===== src/rtl/uart_tx_fifo.sv =====
`default_nettype none
// ============================================================================
//  Module   : uart_tx_fifo
//  Purpose  : Buffered 8N1 UART transmitter. Bytes enter through a
//             valid/ready handshake, queue in a FIFO and are shifted out
//             LSB first on a registered serial line. Queued frames are sent
//             with no idle gap between them.
//  Ports    : clk_i        - system clock, rising edge
//             rst_i        - synchronous active-high reset
//             tx_data_i    - byte to enqueue
//             tx_valid_i   - tx_data_i valid this cycle
//             tx_ready_o   - FIFO can accept a byte this cycle
//             uart_tx_o    - serial line, idles high
//             busy_o       - frame in progress or FIFO non-empty
//             fifo_count_o - bytes queued, excluding the one being shifted
//  Revision : 1.0 - initial release
// ============================================================================
module uart_tx_fifo #(
  parameter int CLKS_PER_BIT = 234,
  parameter int FIFO_DEPTH   = 16
) (
  input  logic                          clk_i,
  input  logic                          rst_i,
  input  logic [7:0]                    tx_data_i,
  input  logic                          tx_valid_i,
  output logic                          tx_ready_o,
  output logic                          uart_tx_o,
  output logic                          busy_o,
  output logic [$clog2(FIFO_DEPTH):0]   fifo_count_o
);

  localparam int c_ptr_w  = $clog2(FIFO_DEPTH);
  localparam int c_cnt_w  = c_ptr_w + 1;
  // A one-cycle bit still needs a one-bit counter to keep widths legal.
  localparam int c_baud_w = (CLKS_PER_BIT > 1) ? $clog2(CLKS_PER_BIT) : 1;

  localparam logic [c_cnt_w-1:0]  c_depth     = c_cnt_w'(FIFO_DEPTH);
  localparam logic [c_baud_w-1:0] c_baud_last = c_baud_w'(CLKS_PER_BIT - 1);

  typedef enum logic [1:0] {
    S_IDLE  = 2'd0,
    S_START = 2'd1,
    S_DATA  = 2'd2,
    S_STOP  = 2'd3
  } state_t;

  state_t               r_state;
  logic [7:0]           r_mem [FIFO_DEPTH];
  logic [c_ptr_w-1:0]   r_wr_ptr;
  logic [c_ptr_w-1:0]   r_rd_ptr;
  logic [c_cnt_w-1:0]   r_count;
  logic [c_baud_w-1:0]  r_baud;
  logic [2:0]           r_bit_idx;
  logic [7:0]           r_shift;
  logic                 r_tx;

  logic                 w_push;
  logic                 w_pop;
  logic                 w_baud_last;
  logic                 w_not_empty;

  // Ready is gated by reset so a byte offered during reset is never taken.
  assign tx_ready_o  = !rst_i && (r_count != c_depth);
  assign w_push      = tx_valid_i && tx_ready_o;
  assign w_baud_last = (r_baud == c_baud_last);
  assign w_not_empty = (r_count != '0);

  // Pop either from idle, or on the last stop cycle so the next start bit
  // follows immediately with no idle gap.
  assign w_pop = w_not_empty &&
                 ((r_state == S_IDLE) || ((r_state == S_STOP) && w_baud_last));

  // --------------------------------------------------------------------------
  // FIFO storage: data array needs no reset, push is already blocked in reset.
  // --------------------------------------------------------------------------
  always_ff @(posedge clk_i) begin
    if (w_push) begin
      r_mem[r_wr_ptr] <= tx_data_i;
    end
  end

  always_ff @(posedge clk_i) begin
    if (rst_i) begin
      r_wr_ptr <= '0;
      r_rd_ptr <= '0;
      r_count  <= '0;
    end else begin
      if (w_push) begin
        r_wr_ptr <= r_wr_ptr + 1'b1;
      end
      if (w_pop) begin
        r_rd_ptr <= r_rd_ptr + 1'b1;
      end
      // Simultaneous push and pop leave the count unchanged.
      case ({w_push, w_pop})
        2'b10:   r_count <= r_count + 1'b1;
        2'b01:   r_count <= r_count - 1'b1;
        default: r_count <= r_count;
      endcase
    end
  end

  // --------------------------------------------------------------------------
  // Transmitter. The line register is loaded with the level of the state
  // being entered, so it changes on the same edge as the state.
  // --------------------------------------------------------------------------
  always_ff @(posedge clk_i) begin
    if (rst_i) begin
      r_state   <= S_IDLE;
      r_baud    <= '0;
      r_bit_idx <= '0;
      r_shift   <= '0;
      r_tx      <= 1'b1;
    end else begin
      case (r_state)
        S_IDLE: begin
          r_baud    <= '0;
          r_bit_idx <= '0;
          r_tx      <= 1'b1;
          if (w_pop) begin
            r_shift <= r_mem[r_rd_ptr];
            r_state <= S_START;
            r_tx    <= 1'b0;
          end
        end

        S_START: begin
          if (w_baud_last) begin
            r_baud    <= '0;
            r_bit_idx <= '0;
            r_state   <= S_DATA;
            r_tx      <= r_shift[0];
          end else begin
            r_baud <= r_baud + 1'b1;
          end
        end

        S_DATA: begin
          if (w_baud_last) begin
            r_baud <= '0;
            if (r_bit_idx == 3'd7) begin
              r_state <= S_STOP;
              r_tx    <= 1'b1;
            end else begin
              r_bit_idx <= r_bit_idx + 1'b1;
              r_shift   <= {1'b0, r_shift[7:1]};
              r_tx      <= r_shift[1];
            end
          end else begin
            r_baud <= r_baud + 1'b1;
          end
        end

        S_STOP: begin
          if (w_baud_last) begin
            r_baud <= '0;
            if (w_pop) begin
              r_shift <= r_mem[r_rd_ptr];
              r_state <= S_START;
              r_tx    <= 1'b0;
            end else begin
              r_state <= S_IDLE;
              r_tx    <= 1'b1;
            end
          end else begin
            r_baud <= r_baud + 1'b1;
          end
        end

        default: begin
          r_state <= S_IDLE;
          r_baud  <= '0;
          r_tx    <= 1'b1;
        end
      endcase
    end
  end

  assign uart_tx_o    = r_tx;
  assign busy_o       = (r_state != S_IDLE) || w_not_empty;
  assign fifo_count_o = r_count;

endmodule
`default_nettype wire


===== config.mk =====
export PLATFORM = sky130hd
export DESIGN_NAME = uart_tx_fifo
export DESIGN_NICKNAME = d
export VERILOG_FILES = /design/src/rtl/uart_tx_fifo.sv
export SDC_FILE = /design/constraint.sdc
export NUM_CORES = 1
export LEC_CHECK = 0
export ABC_CLOCK_PERIOD_IN_PS = 2800
export BUFFER_PORTS_ARGS = -buffer_cell sky130_fd_sc_hd__buf_2
export CAP_MARGIN = 25
export CELL_PAD_IN_SITES_DETAIL_PLACEMENT = 0
export CELL_PAD_IN_SITES_GLOBAL_PLACEMENT = 1
export CORE_MARGIN = 5
export CORE_UTILIZATION = 30
export CTS_BUF_LIST = sky130_fd_sc_hd__clkbuf_4
export CTS_CLUSTER_SIZE = 8
export DETAILED_ROUTE_END_ITERATION = 6
export GPL_ROUTABILITY_DRIVEN = 1
export PLACE_DENSITY_LB_ADDON = 0.1
export SYNTH_ARGS = -nofsm -noshare
export SYNTH_HDL_FRONTEND = slang
export SYNTH_SLANG_ARGS = --single-unit

===== constraint.sdc =====
create_clock -name clk_i -period 2.8 [get_ports clk_i]
set_input_delay 0 -clock clk_i [delete_from_list [all_inputs] [get_ports clk_i]]
set_output_delay 0 -clock clk_i [all_outputs]
set_load 0.05 [all_outputs]

==> impl_metrics.tcl, run 1 <==
set metrics [dict create \
    status "completed" \
    die-height_um 163.5 \
    synth_area_mm2 0.007067 \
    die_area_mm2 0.02673 \
    fin_crit_sh_pct 93.83 \
    maxCapViolations 0 \
    cts_tree "built" \
    yosysMostFrequentCell "edfxtp_1" \
    io_buffers 18 \
    synth_commonest_cells "128 x edfxtp_1, 39 x dfxtp_1, 37 x nor2_1, 23 x a21oi_1, 23 x mux4_2" \
    crit_required_ns 3.32 \
    slew_viol_final 0 \
    end_kind "register" \
    routabilityCongestion 0.7343 \
    max-vdd-ir-drop_mv 0.3890 \
    grt_max_degree 33 \
    route.antenna.remaining_nets 0 \
    path_clk_slew_ns 0.17 \
    startpoint_type "register" \
    cp_cell_sequence "inv_1 -> ha_1 -> a31oi_4 -> nor2_4 -> ha_4 -> xor2_1 -> ha_2 -> nand2b_1 -> a21boi_0 -> o21a_1 -> or4_1 -> a21oi_1" \
    post-place-cells 796 \
    tightest_slew_ns 0.9492 \
    start_util_pct 30.29 \
    synth_flop_cell "edfxtp_1" \
    ys_warn_count 0 \
    grt.busiest_layer "met2" \
    cpLargestDelayFamily "adder cells" \
    numCtsBuffers 17 \
    drive_gt1_share_pct 23.42 \
    num_io_pins 19 \
    grt_use_met3_pct 2.776 \
    grt-ovfl-total 0 \
    ys_types 61 \
    h-tree-depth 4 \
    wire_per_inst_um 19.00 \
    route.detailed.drc 0 \
    firstDrtPassIters 4 \
    dpl.hpwl_um 10690 \
    pwr_density_cell_mw_per_mm2 842.0 \
    holdCritPathClass "in -> reg" \
    tns_ns 0 \
    finalCriticalPeriod_ns 2.627 \
    slew_headroom_pct 36.48 \
    critPathMaxStageDelay_ns 0.49 \
    use_met2_pct 20.21 \
    fin_skew_ns 0.02866 \
    cts_buffer_depth 2 \
    ys_seq_elements 167 \
    coreArea_mm2 0.02333 \
    critical_path_arrival_ns 3.14 \
    final.setup.worst_slack_ns 0.1728 \
    cp_slowest_cell "dfxtp_1" \
    num_vias 3949 \
    syn2layout_area_growth_pct 14.98 \
    track_usage_pct 12.44 \
    finalWirelength_um 15980 \
    grt_pass1_wl_um 24520 \
    clock_sinks 167 \
    critPathMaxFanout 8 \
    rsz0062_at_grt "no" \
    async_flop_share_pct 0 \
    finalSetupViolCount 0 \
    antenna_found_initial 1 \
    use_met1_pct 16.97 \
    power_mw 6.842 \
    synth.top_cells.by_area "edfxtp_1 54%, dfxtp_1 11%, mux4_2 7.3%" \
    dpl_worst_slack_ns 0.07640 \
    ys_seq_area_share_pct 65.44 \
    path_class "reg -> reg" \
    synth_nets 487 \
    yosysTopAreaCellShare_pct 54.39 \
    fin_cells 841 \
    cp_num_buf_inv 1 \
    synth-edff-count 128 \
    fin_util_pct 34.82 \
    drtIter0Drc 218 \
    ctsRootBufferMaster "clkbuf_4" \
    max_freq_ghz 0.3806 \
    grt_pass1_vias 3970 \
    vias_per_cell 4.696 \
    avgSynthCellArea_um2 15.46 \
    synth_cells 457 \
    yosys.area.top_type "edfxtp_1" \
    leakage_nw 2.694 \
    final_hold_viol_count 0 \
    rows 56 \
    cts_setup_buffers 0 \
    nets 538 \
    clk-insertion-delay-late_ns 0.57 \
    chipWidth_um 163.5 \
]
-- where the power goes --
group          leakage (nW)  switching [mW]  internal (mW)  total, mW
logic                  1.03            1.24          0.968       2.21
registers              1.47           0.179           2.82       3.00
clock network         0.186            1.02          0.606       1.63
total                  2.69            2.45           4.40       6.84
-- worst paths after layout --
kind | from | endpoint | slack [ns] | cells past startpoint
max reg2reg | r_state[0] | fifo_count_o[4] | 0.17 | 12
min | tx_valid_i | r_wr_ptr[1] | 0.06 | 5
min reg2reg | r_baud[0] | r_baud[0] | 0.46 | 1
max | r_state[0] | fifo_count_o[4] | 0.17 | 12
-- timing repair --
item,in CTS,in global routing
setup endpoints to repair,0,2
endpoints found under the hold margin,150,0
hold buffers,10,0
resized for setup,0,6
-- logic make-up after synthesis --
family                   Yosys count  share of synthesized area, %
AO/OA/AOI/OAI                     71                         6.817
XOR/XNOR                          15                         1.859
adder cells (fa/ha/maj)           19                         3.364
buffers and inverters             34                         2.797
flip-flops                       167                         65.44
multiplexers                      45                         11.84
AND/OR/NAND/NOR                  106                         7.879
-- per-stage QoR --
| stage | instance area [µm²] | hold slack [ns] |
|---|---|---|
| finish | 8125 | 0.05702 |
| CTS | 8083 | 0.0005951 |
| floorplan | 7122 | 0.09887 |
| detailed placement | 7629 | 0.3925 |
| global placement | 7621 | 0.3790 |
| global route | 8125 | 0.03308 |
-- state kept, by name, summed over array words and instances, names as in the netlist, named ones only --
register,cells
r_mem,128
r_shift,8
r_baud,8
r_bit_idx,3
uart_tx_o,1
r_state,2
fifo_count_o,5
r_rd_ptr,4
r_wr_ptr,4
-- cell usage in the layout (no fill, tap or decap), types with 10 or more instances in the layout --
cell type and n:
inv_1 11, buf_2 18, dfxtp_1 32, buf_4 26
dlygate4sd3_1 10, ha_1 17, nor3_1 12, mux4_2 23
nor2_1 36, mux2i_1 15, nand2_1 16, a21oi_1 23
o21ai_0 12, clkbuf_4 17, edfxtp_1 128
-- worst reg2reg max path, delay by kind of cell, from the launching register on --
family,cells,cell delay (ns)
adder cells (fa/ha/maj),3,0.63
AO/OA/AOI/OAI,4,0.62
AND/OR/NAND/NOR,3,0.59
flip-flops,1,0.49
XOR/XNOR,1,0.15
buffers and inverters,1,0.12
-- routing by layer --
| metal | up-vias | routed length (µm) |
|---|---|---|
| met1 | 2010 | 7619 |
| met4 | 0 | 146 |
| met2 | 52 | 7744 |
| met5 | - | 0 |
| li1 | 1878 | - |
| met3 | 9 | 465 |
-- cell type report --
cell class	instances	area, µm²
diodes	1	2.502
multi-input cells	256	2298
inverters	12	45.04
clock buffers	17	127.6
well taps	319	399.1
clock inverters	15	226.5
flip-flops and latches	167	4641
fillers	2283	15210
repair buffers	54	385.4
Note: power is estimated with default switching activity, not from simulation.
==> inputs of run 2 (changes only) <==
Settings changed: ABC_CLOCK_PERIOD_IN_PS 2800 to 2600, CAP_MARGIN 25 to 20.
Clock period 2.8 ns to 2.6 ns, I/O delays scaled along.
==> impl_metrics.tcl, run 2 (synthesis results as in run 1) <==
set metrics [dict create \
    reg.largest.list "r_mem (128), r_baud (8), r_shift (8)" \
    reg2reg_to "fifo_count_o[4]" \
    clk-insertion-delay-late_ns 0.56 \
    critical_path_arrival_ns 3.00 \
    max_freq_ghz 0.4017 \
    antenna_found_initial 1 \
    tightest_slew_ns 0.4941 \
    grt-ovfl-total 0 \
    r2r-start "fifo_count_o[1]" \
    critPathMaxStageDelay_ns 0.41 \
    die_area_mm2 0.02673 \
    fillers 2254 \
    h-tree-depth 4 \
    coreArea_mm2 0.02333 \
    finalWirelength_um 15280 \
    drive_gt1_share_pct 26.03 \
    drtIter0Drc 141 \
    critPathMaxFanout 9 \
    layout_common_cells "128 x edfxtp_1, 38 x buf_4, 36 x nor2_1" \
    crit_required_ns 3.11 \
    die-height_um 163.5 \
    whs_path_depth 7 \
    r2r_slack_ns 0.11 \
    pwr_density_cell_mw_per_mm2 887.0 \
    finalSetupViolCount 0 \
    cp_cell_sequence "nor4_4 -> nor2b_4 -> nor2_4 -> ha_4 -> ha_1 -> a21boi_1 -> o21a_1 -> or4_4 -> a21oi_2" \
    status "completed" \
    vias_per_cell 4.585 \
    num_vias 3916 \
    route.antenna.remaining_nets 0 \
    rsz0062_at_grt "yes" \
    fin_util_pct 35.10 \
    start_util_pct 30.29 \
    final_hold_viol_count 0 \
    holdCritPathClass "in -> reg" \
    wire_per_inst_um 17.89 \
    cts_buffer_depth 2 \
    grt_pass1_vias 4005 \
    whs_endpoint "fifo_count_o[3]" \
    fin_crit_sh_pct 95.76 \
    nets 551 \
    io_buffers 18 \
    grt_max_degree 33 \
    cts_tree "built" \
    fin_skew_ns 0.02928 \
    routabilityCongestion 0.7410 \
    num_io_pins 19 \
    largest_reg_flops 128 \
    final_common_cell "edfxtp_1" \
    startpoint_type "register" \
    route.detailed.drc 0 \
    chipWidth_um 163.5 \
    regMostFlops "r_mem" \
    leakage_nw 2.742 \
    path_class "reg -> reg" \
    dpl.hpwl_um 10650 \
    cp_slowest_cell "dfxtp_4" \
    rows 56 \
    path_clk_slew_ns 0.17 \
    clock_sinks 167 \
    numCtsBuffers 17 \
    finalCriticalPeriod_ns 2.490 \
    whs_ns 0.2417 \
    slew_viol_final 0 \
    grt_pass1_wl_um 23980 \
    firstDrtPassIters 4 \
    ctsRootBufferMaster "clkbuf_4" \
    worstRegToRegCells 9 \
    end_kind "register" \
    syn2layout_area_growth_pct 15.88 \
    slew_headroom_pct 67.06 \
    maxCapViolations 0 \
    max-vdd-ir-drop_mv 0.3807 \
    track_usage_pct 12.02 \
    min_from "tx_valid_i" \
]
[run 2: changes by cell type in the layout (fill, tap and decap cells not counted), sizes merged]
cell / previous run / this run
inv: 18 / 22
clkinvlp: 0 / 1
buf: 44 / 57
clkinv: 7 / 3
bufinv: 2 / 1
[run 2: report_power, final]
group	leakage [nW]	total, mW	internal (mW)	switching [mW]
clock network	0.160	1.58	0.534	1.05
registers	1.47	3.22	3.04	0.182
logic	1.11	2.46	1.11	1.35
total	2.74	7.26	4.69	2.58
[run 2: through the flow]
step	setup WS, ns	std cells	instance area [µm²]	TNS, ns	total power, mW
CTS	0.04369	853	8158	0	7.353
detailed placement	0.04183	811	7764	0	5.727
finish	0.1103	854	8189	0	7.264
floorplan	-0.05857	457	7138	-0.05857	5.090
global placement	0.07765	811	7764	0	5.723
global route	-0.02601	854	8189	-0.03767	7.726
[run 2: cell type report]
type | instances | area (µm²) | share of cell area [%]
tap | 319 | 399.1 | 4.874
timing repair buffer | 67 | 495.5 | 6.050
sequential | 167 | 4641 | 56.67
clock buffer | 17 | 127.6 | 1.558
antenna | 1 | 2.502 | 0.03056
inverter | 12 | 45.04 | 0.5500
clock inverter | 15 | 166.4 | 2.032
multi-input combinational | 256 | 2312 | 28.24
[run 2: worst max-delay path by stage]
stage | start | endpoint | slack [ns]
finish | fifo_count_o[1] | fifo_count_o[4] | 0.11
global route | fifo_count_o[0] | fifo_count_o[4] | -0.03
CTS | r_state[0] | fifo_count_o[4] | 0.04
detailed placement | r_baud[1] | fifo_count_o[4] | 0.04
global placement | r_baud[1] | fifo_count_o[4] | 0.08
floorplan | fifo_count_o[2] | fifo_count_o[4] | -0.06
[run 2: what timing repair did]
action | in CTS | in global routing
hold endpoints to repair | 152 | 0
setup buffers | 0 | 0
setup endpoints to repair | 0 | 2
hold buffers | 10 | 0
resized for setup | 0 | 9
[run 2: per-layer routing]
layer	part of all wire (%)	routed length (µm)	vias up	global-route usage (%)
li1	-	-	1906	-
met4	0.94	143	0	3.050
met3	2.5	375	9	2.851
met2	48	7349	32	19.51
met5	0	0	-	0
met1	49	7413	1969	16.32
[run 2: critical path, delay by kind of cell, from the launching register on]
family | cells | cell delay, ns
fa+ha+maj | 2 | 0.48
compound gates | 3 | 0.45
flops | 1 | 0.41
simple gates | 4 | 1.11
